[config.mk]
export PLATFORM = sky130hd
export DESIGN_NAME = div_ctrl
export DESIGN_NICKNAME = d
export VERILOG_FILES = /design/src/rtl/div_ctrl_pkg.sv /design/src/rtl/div_ctrl_step.sv /design/src/rtl/div_ctrl.sv
export SDC_FILE = /design/constraint.sdc
export NUM_CORES = 1
export LEC_CHECK = 0
export CORE_AREA = 5 5 171 173
export DETAILED_ROUTE_END_ITERATION = 7
export DIE_AREA = 0 0 176 178
export MAX_ROUTING_LAYER = met4
export PLACE_DENSITY = 0.77
export SLEW_MARGIN = 5
export SYNTH_ARGS = -nofsm -noshare
export SYNTH_HDL_FRONTEND = slang
export SYNTH_SLANG_ARGS = --single-unit
[constraint.sdc]
create_clock -name clk -period 14.4 [get_ports clk]
set_clock_uncertainty 0.1 [all_clocks]
set_input_delay 2.88 -clock clk [delete_from_list [all_inputs] [get_ports clk]]
set_output_delay 2.88 -clock clk [all_outputs]
set_load 0.005 [all_outputs]
[src/rtl/div_ctrl_pkg.sv]
// Shared definitions for the execute-stage iterative divider.
package div_ctrl_pkg;

   // Default operand width; the restoring divider runs one iteration per bit.
   localparam int unsigned DIV_ITER = 32;

   // Quotient written on divide-by-zero (all ones at any width).
   localparam logic [DIV_ITER-1:0] DIV0_QUO = '1;

   // Sequencer states.
   typedef enum logic [1:0] {
      IDLE = 2'd0,
      RUN  = 2'd1,
      DONE = 2'd2
   } div_state_t;

endpackage : div_ctrl_pkg

[src/rtl/div_ctrl_step.sv]
// One radix-2 restoring division iteration on the packed {rem, quo} vector.
module div_step #(
   parameter int unsigned WIDTH = 32
) (
   input  logic [2*WIDTH:0] i_rq,
   input  logic [WIDTH-1:0] i_div,
   output logic [2*WIDTH:0] o_rq
);

   logic [2*WIDTH:0] w_shift;
   logic [WIDTH:0]   w_diff;

   // Shift left, trial-subtract the divisor from the upper WIDTH+1 bits and
   // restore (keep the shifted value) when the difference goes negative.
   always_comb begin
      w_shift = {i_rq[2*WIDTH-1:0], 1'b0};
      w_diff  = w_shift[2*WIDTH:WIDTH] - {1'b0, i_div};
      o_rq    = w_shift;
      if (!w_diff[WIDTH]) begin
         o_rq = {w_diff, w_shift[WIDTH-1:1], 1'b1};
      end
   end

endmodule : div_step

[src/rtl/div_ctrl.sv]
// Sequencer for the E-stage iterative divider (DIV/DIVU). Drives the
// E-stage stall and presents quotient/remainder on lo/hi.
module div_ctrl
   import div_ctrl_pkg::*;
#(
   parameter int unsigned WIDTH = DIV_ITER
) (
   input  logic             clk,
   input  logic             rst,
   input  logic             start,
   input  logic             signed_div,
   input  logic [WIDTH-1:0] a,
   input  logic [WIDTH-1:0] b,
   input  logic             flush,
   output logic             stall_o,
   output logic             ready,
   output logic [WIDTH-1:0] hi,
   output logic [WIDTH-1:0] lo
);

   localparam int unsigned     CNT_W    = (WIDTH > 1) ? $clog2(WIDTH) : 1;
   localparam logic [CNT_W-1:0] LAST_CNT = CNT_W'(WIDTH - 1);

   div_state_t       r_state;
   logic [CNT_W-1:0] r_cnt;
   logic [2*WIDTH:0] r_rq;
   logic [WIDTH-1:0] r_div;
   logic             r_neg_q;
   logic             r_neg_r;
   logic [WIDTH-1:0] r_hi;
   logic [WIDTH-1:0] r_lo;
   logic             r_ready;

   logic             w_a_neg;
   logic             w_b_neg;
   logic             w_b_zero;
   logic [WIDTH-1:0] w_abs_a;
   logic [WIDTH-1:0] w_abs_b;
   logic [2*WIDTH:0] w_rq_next;
   logic [WIDTH-1:0] w_quo;
   logic [WIDTH-1:0] w_rem;
   logic [WIDTH-1:0] w_quo_fix;
   logic [WIDTH-1:0] w_rem_fix;

   // Operand magnitudes and sign flags; only DIV treats operands as signed.
   always_comb begin
      w_a_neg  = signed_div & a[WIDTH-1];
      w_b_neg  = signed_div & b[WIDTH-1];
      w_b_zero = (b == '0);
      w_abs_a  = w_a_neg ? (~a + WIDTH'(1)) : a;
      w_abs_b  = w_b_neg ? (~b + WIDTH'(1)) : b;
   end

   div_step #(
      .WIDTH (WIDTH)
   ) u_step (
      .i_rq  (r_rq),
      .i_div (r_div),
      .o_rq  (w_rq_next)
   );

   // Sign correction of the final iteration's quotient and remainder.
   // The remainder of a WIDTH-bit division always fits in WIDTH bits, so
   // bit 2*WIDTH of the step output is not part of the result.
   always_comb begin
      w_quo     = w_rq_next[WIDTH-1:0];
      w_rem     = w_rq_next[2*WIDTH-1:WIDTH];
      w_quo_fix = r_neg_q ? (~w_quo + WIDTH'(1)) : w_quo;
      w_rem_fix = r_neg_r ? (~w_rem + WIDTH'(1)) : w_rem;
   end

   // Stall while a divide is being accepted or running; a flush drops it.
   always_comb begin
      stall_o = ~flush & (((r_state == IDLE) & start) | (r_state == RUN));
   end

   // Sequencer: operand capture, iteration count, result write and ready.
   always_ff @(posedge clk or posedge rst) begin
      if (rst) begin
         r_state <= IDLE;
         r_cnt   <= '0;
         r_rq    <= '0;
         r_div   <= '0;
         r_neg_q <= 1'b0;
         r_neg_r <= 1'b0;
         r_hi    <= '0;
         r_lo    <= '0;
         r_ready <= 1'b0;
      end else begin
         r_ready <= 1'b0;
         if (flush) begin
            r_state <= IDLE;
         end else begin
            case (r_state)
               IDLE: begin
                  if (start) begin
                     if (w_b_zero) begin
                        r_lo    <= {WIDTH{DIV0_QUO[0]}};
                        r_hi    <= a;
                        r_ready <= 1'b1;
                        r_state <= DONE;
                     end else begin
                        r_rq    <= {{(WIDTH+1){1'b0}}, w_abs_a};
                        r_div   <= w_abs_b;
                        r_neg_q <= w_a_neg ^ w_b_neg;
                        r_neg_r <= w_a_neg;
                        r_cnt   <= '0;
                        r_state <= RUN;
                     end
                  end
               end
               RUN: begin
                  r_rq  <= w_rq_next;
                  r_cnt <= r_cnt + CNT_W'(1);
                  if (r_cnt == LAST_CNT) begin
                     r_lo    <= w_quo_fix;
                     r_hi    <= w_rem_fix;
                     r_ready <= 1'b1;
                     r_state <= DONE;
                  end
               end
               DONE: begin
                  // start is still the same instruction here; never restart.
                  r_state <= IDLE;
               end
               default: begin
                  r_state <= IDLE;
               end
            endcase
         end
      end
   end

   assign ready = r_ready;
   assign hi    = r_hi;
   assign lo    = r_lo;

endmodule : div_ctrl

## Yosys cells after proc, flatten, opt, wreduce, memory -nomap -nowiden

Index checks and enable logic that the tools add are counted.

- Logic and storage cells: 71
- Flip-flop bits (word level): 170
- Output and inout bits: 66

- $add $sub $neg: 6
- Bitwise logic cells: 12
- Eq/ne operators: 8
- Muxes and demuxes: 29
- Reduce and logical (&&, ||, !) cells: 7

Operator list:

| cell | number |
|---|---|
| 32-bit two-way mux | 10 |
| 64-bit two-way mux | 3 |
| 32-bit by 1-bit adder with 32-bit output (second input constant) | 4 |
| 32-bit NOT | 4 |
| 32-bit one-hot mux with 2 select lines | 2 |
| 64-bit one-hot mux with 2 select lines | 1 |
| 33-bit by 32-bit subtractor with 33-bit output | 1 |
| 32-bit logical NOT | 1 |
| 5-bit two-way mux | 2 |
| 5-bit one-hot mux with 2 select lines | 1 |
| 2-bit two-way mux | 4 |
| 4-bit AND reduction | 2 |
| 2-bit inequality test (second input constant) | 3 |
| 5-bit by 1-bit adder with 5-bit output (second input constant) | 1 |
| 5-bit == test (second input constant) | 1 |
| 5-bit AND reduction | 1 |
| 1-bit AND | 4 |
| 1-bit two-way mux | 4 |
| 2-bit one-hot mux with 2 select lines | 1 |
| 3-bit by 2-bit inequality test with 1-bit output (second input constant) | 1 |
| 3-bit inequality test (second input constant) | 1 |
| 2-bit by 1-bit == test with 1-bit output (second input constant) | 1 |
| 2-bit logical NOT | 1 |
| 2-bit by 1-bit inequality test with 1-bit output (second input constant) | 1 |
| other kinds (6) | 7 |

## Logic depth before layout (Yosys ltp)

- Depth in word-level cells: 7
- Mapped depth: 28

## Hierarchy

From an unflattened synthesis, not the netlist that was laid out.

- Cell total of the unflattened synthesis: 1,497
- Area, all modules: 12,335.6 um2

Modules (own cells, without submodules):

| module | instances | area each (um2) | cells an instance |
|---|---|---|---|
| div_ctrl | 1 | 9,641.7 | 1,110 |
| div_step | 1 | 2,693.8 | 387 |

## Least setup slack after synthesis

No wires, ideal clock.

- Kind: input to output
- From: input flush
- To: output stall_o
- Slack: 8,268 ps
- Data required time: 11,420 ps
- Arrival time: 3,152 ps
- Cell stages on the path: 1
- Cell sequence: nor3_1

- Word-level cells in the longest chain between the ends: 2

Ends and longest elaborated chain:

| element | RTL line | RTL |
|---|---|---|
| from (decl) | div_ctrl.sv:14 | `input logic flush,` |
| 1-bit NOT (no source line) | n/a |  |
| 1-bit AND | div_ctrl.sv:74 | `stall_o = ~flush & (((r_state == IDLE) & start) \| (r_state == RUN));` |
| to (decl) | div_ctrl.sv:15 | `output logic stall_o,` |

Every way passes these cells.

## Worst setup path in the final report

- From: input start
- To: output stall_o

- Word-level cells in the longest chain between the ends: 3

Ends and longest elaborated chain:

| element | RTL line | RTL |
|---|---|---|
| from (decl) | div_ctrl.sv:10 | `input logic start,` |
| 1-bit AND | div_ctrl.sv:74 |  |
| 1-bit OR | div_ctrl.sv:74 |  |
| 1-bit AND | div_ctrl.sv:74 |  |

Every way passes these cells.

==> results.toml <==
[finish]
stdcell_area_sq_mm = 0.01432
fillers = 2587
layout_area_growth_over_synthesis_pct = 17.50
sequential_cell_area_in_the_final_layout_sq_mm = 0.004254
final_net_count = 1727
fraction_of_the_core_area_covered_by_cells_at_the_end_of_the_flow_pct = 52.10
mostFrequentLayoutCell = "a21oi_1"
multi_input_comb_area_sq_mm = 0.007397
n_antenna_cell = 0
drive_above_1_share_pct = 4.473
layout_common_cells = "a21oi_1, nor2_1, dfrtp_1, nand2_1, o21ai_0"
final_cell_count_no_fill = 1978

[synth]
count_of_flip_flops_with_a_built_in_enable_after_synthesis = 0
post_synthesis_cell_area_sq_mm = 0.01218
mappedNetlistNets = 1650
synth_ff_type = "dfrtp_1"
asyncSetResetFlopFracSynth_pct = 100.0
synthesis.yosys.warnings = 0
yosysUniqueCellTypes = 71
synth_sequential_area_ratio_pct = 34.91
ys_ff_latch = 170
synth_top_cell_by_area = "dfrtp_1"
synthDominantCellAreaShare_pct = 34.91
syn-mean-instance-area_sq_um = 7.902
synth_top_cells_by_area = "dfrtp_1, a21oi_1, xor2_1"
syn_inst = 1542

[timing]
setup_violations = 0
fmaxAchievable_mhz = 136.7
setup_tns_ps = 0
finalHoldWorstSlack_ps = 388.7
slew_at_the_pin_closest_to_its_max_slew_limit_ps = 1110
period_minus_slack_ps = 7315
fin_ws_ps = 7085
worst_slew_margin_rel_pct = 25.95
timing_max_transition_violations_final = 0
timing.final.hold_violations = 0
grt_setup_unrepaired = "false"
min_period_over_period_pct = 50.80

[routing]
route.antenna.remaining_nets = 0
detail_route.wl_per_cell_um = 18.19
drt-pass1-iter-count = 6
drtIter0Drc = 968
drc = 0
vias = 11760
post_drt_via_cell_ratio = 5.947
detail_route.wirelength_um = 35990

[setup_path]
timing.critical_path.slowest_stage_cell = "clkdlybuf4s50_1"
cell_repeated_most_along_the_worst_path = "clkdlybuf4s50_1"
criticalPathCategory = "input pin to output pin"
worst_path_largest_cell_delay_ps = 590
cp.required_ps = 11420
worst-path-max-fanout = 3
start_kind = "input pin"
timing.critical_path.cells = "clkdlybuf4s50_1 > nor2_1 > nor3_1 > clkdlybuf4s50_1"
arrival_ps = 4340
end_kind = "output pin"

[placed_design]
detailed_place_hpwl_um = 27070
dp.cells = 1946
gp_congestion = 0.9348
numPortBuffers = 134
detailed_place.area_sq_mm = 0.01372
post-place-ws_ps = 7056

[worst_hold_path]
hold_path_class = "register to register"

[grt]
antenna_violations_before_repair = 0
global_route.usage.total_pct = 23.46
grt_max_degree = 114
first_global_vias = 10980
gr-total-overflow = 0
grt_first_pass_wirelength_um = 57840

[power_and_ir_drop]
total_leakage_power_nw = 5.984
p_per_cell_area_mw_per_mm2 = 120.0
power.ir.vdd_worst_v = 0.00008290
p_total_mw = 1.718

[outcome]
status = "finished clean"

[die]
fp.dieArea_sq_mm = 0.03133
top_level_ports = 135
fp.dieW_um = 176
core-area_sq_mm = 0.02748
rows = 61
die_h_um = 178
initial_utilization_pct = 44.34

[clocking]
cts-root-buf = "clkbuf_16"
clk_latency_ps = 440
holdBufCountCts = 0
clock_sinks = 170
htreeDepth = 4
cts_post_setup_buffers_inserted = 0
postCtsResizedCells = 0
cts_buffers = 17
clk_pin_slew_ps = 70
tritoncts = "built"
ctsLongestPathBuffers = 2

[job]
cap_violations = 0
## path summary, 6_finish.rpt
path / slack (ps) / start / to / cells past startpoint
min: 390 / hi[4]$_DFFE_PP0P_ / hi[4]$_DFFE_PP0P_ / 2
min reg2reg: 390 / hi[4]$_DFFE_PP0P_ / hi[4]$_DFFE_PP0P_ / 2
max: 7080 / start / stall_o / 4
max reg2reg: 7880 / r_rq[31]$_DFFE_PP0P_ / hi[30]$_DFFE_PP0P_ / 22
max in group asynchronous: 9940 / rst / r_div[21]$_DFFE_PP0P_ / 3
min in group asynchronous: 2950 / rst / r_rq[28]$_DFFE_PP0P_ / 2
## kinds of logic after synthesis
group,synth area share [%]
compound gates,24.83
xor+xnor,9.489
fa+ha+maj,4.067
buf+inv,4.570
flops,34.91
mux,1.900
simple gates,20.23
## state kept, by name (all words and copies together) (netlist names)
signal,count
hi,32
lo,32
r_cnt,5
r_div,32
r_neg_q,1
r_neg_r,1
r_rq,64
r_state,2
ready,1
## cells in the mapped netlist, types with 19 or more instances
cell	count
nor4_1	19
xor2_1	94
xnor2_1	38
o21ai_0	145
clkbuf_1	69
nor3_1	37
a31oi_1	34
nand2_1	168
a21oi_1	185
nor2_1	174
or3_1	26
inv_1	52
ha_1	38
dfrtp_1	170
mux2i_1	22
o31ai_1	23
## final cells by class
cell class / instances / area share [%]
repair buffers: 146 / 9.998
inverters: 53 / 1.425
clock inverters: 15 / 1.197
well taps: 346 / 3.024
clock buffers: 17 / 2.972
flip-flops and latches: 170 / 29.72
multi-input cells: 1231 / 51.67
## critical path: cells and delay by family
family,cells,cell delay (ps)
simple gates,2,410
buf+inv,2,1040
## power by group
part	internal [mW]	total, mW	switching [mW]
clock network	0.248	0.475	0.227
logic	0.240	0.609	0.370
registers	0.550	0.634	0.0834
## per-layer routing
metal / part of all wire (%) / wire length [um] / track usage, %
met1: 45 / 16230 / 31.78
met2: 44 / 15920 / 35.53
met3: 7.0 / 2522 / 3.455
met4: 3.7 / 1317 / 9.747
met5: 0 / 0 / -
Note: power is estimated with default switching activity, not from simulation.
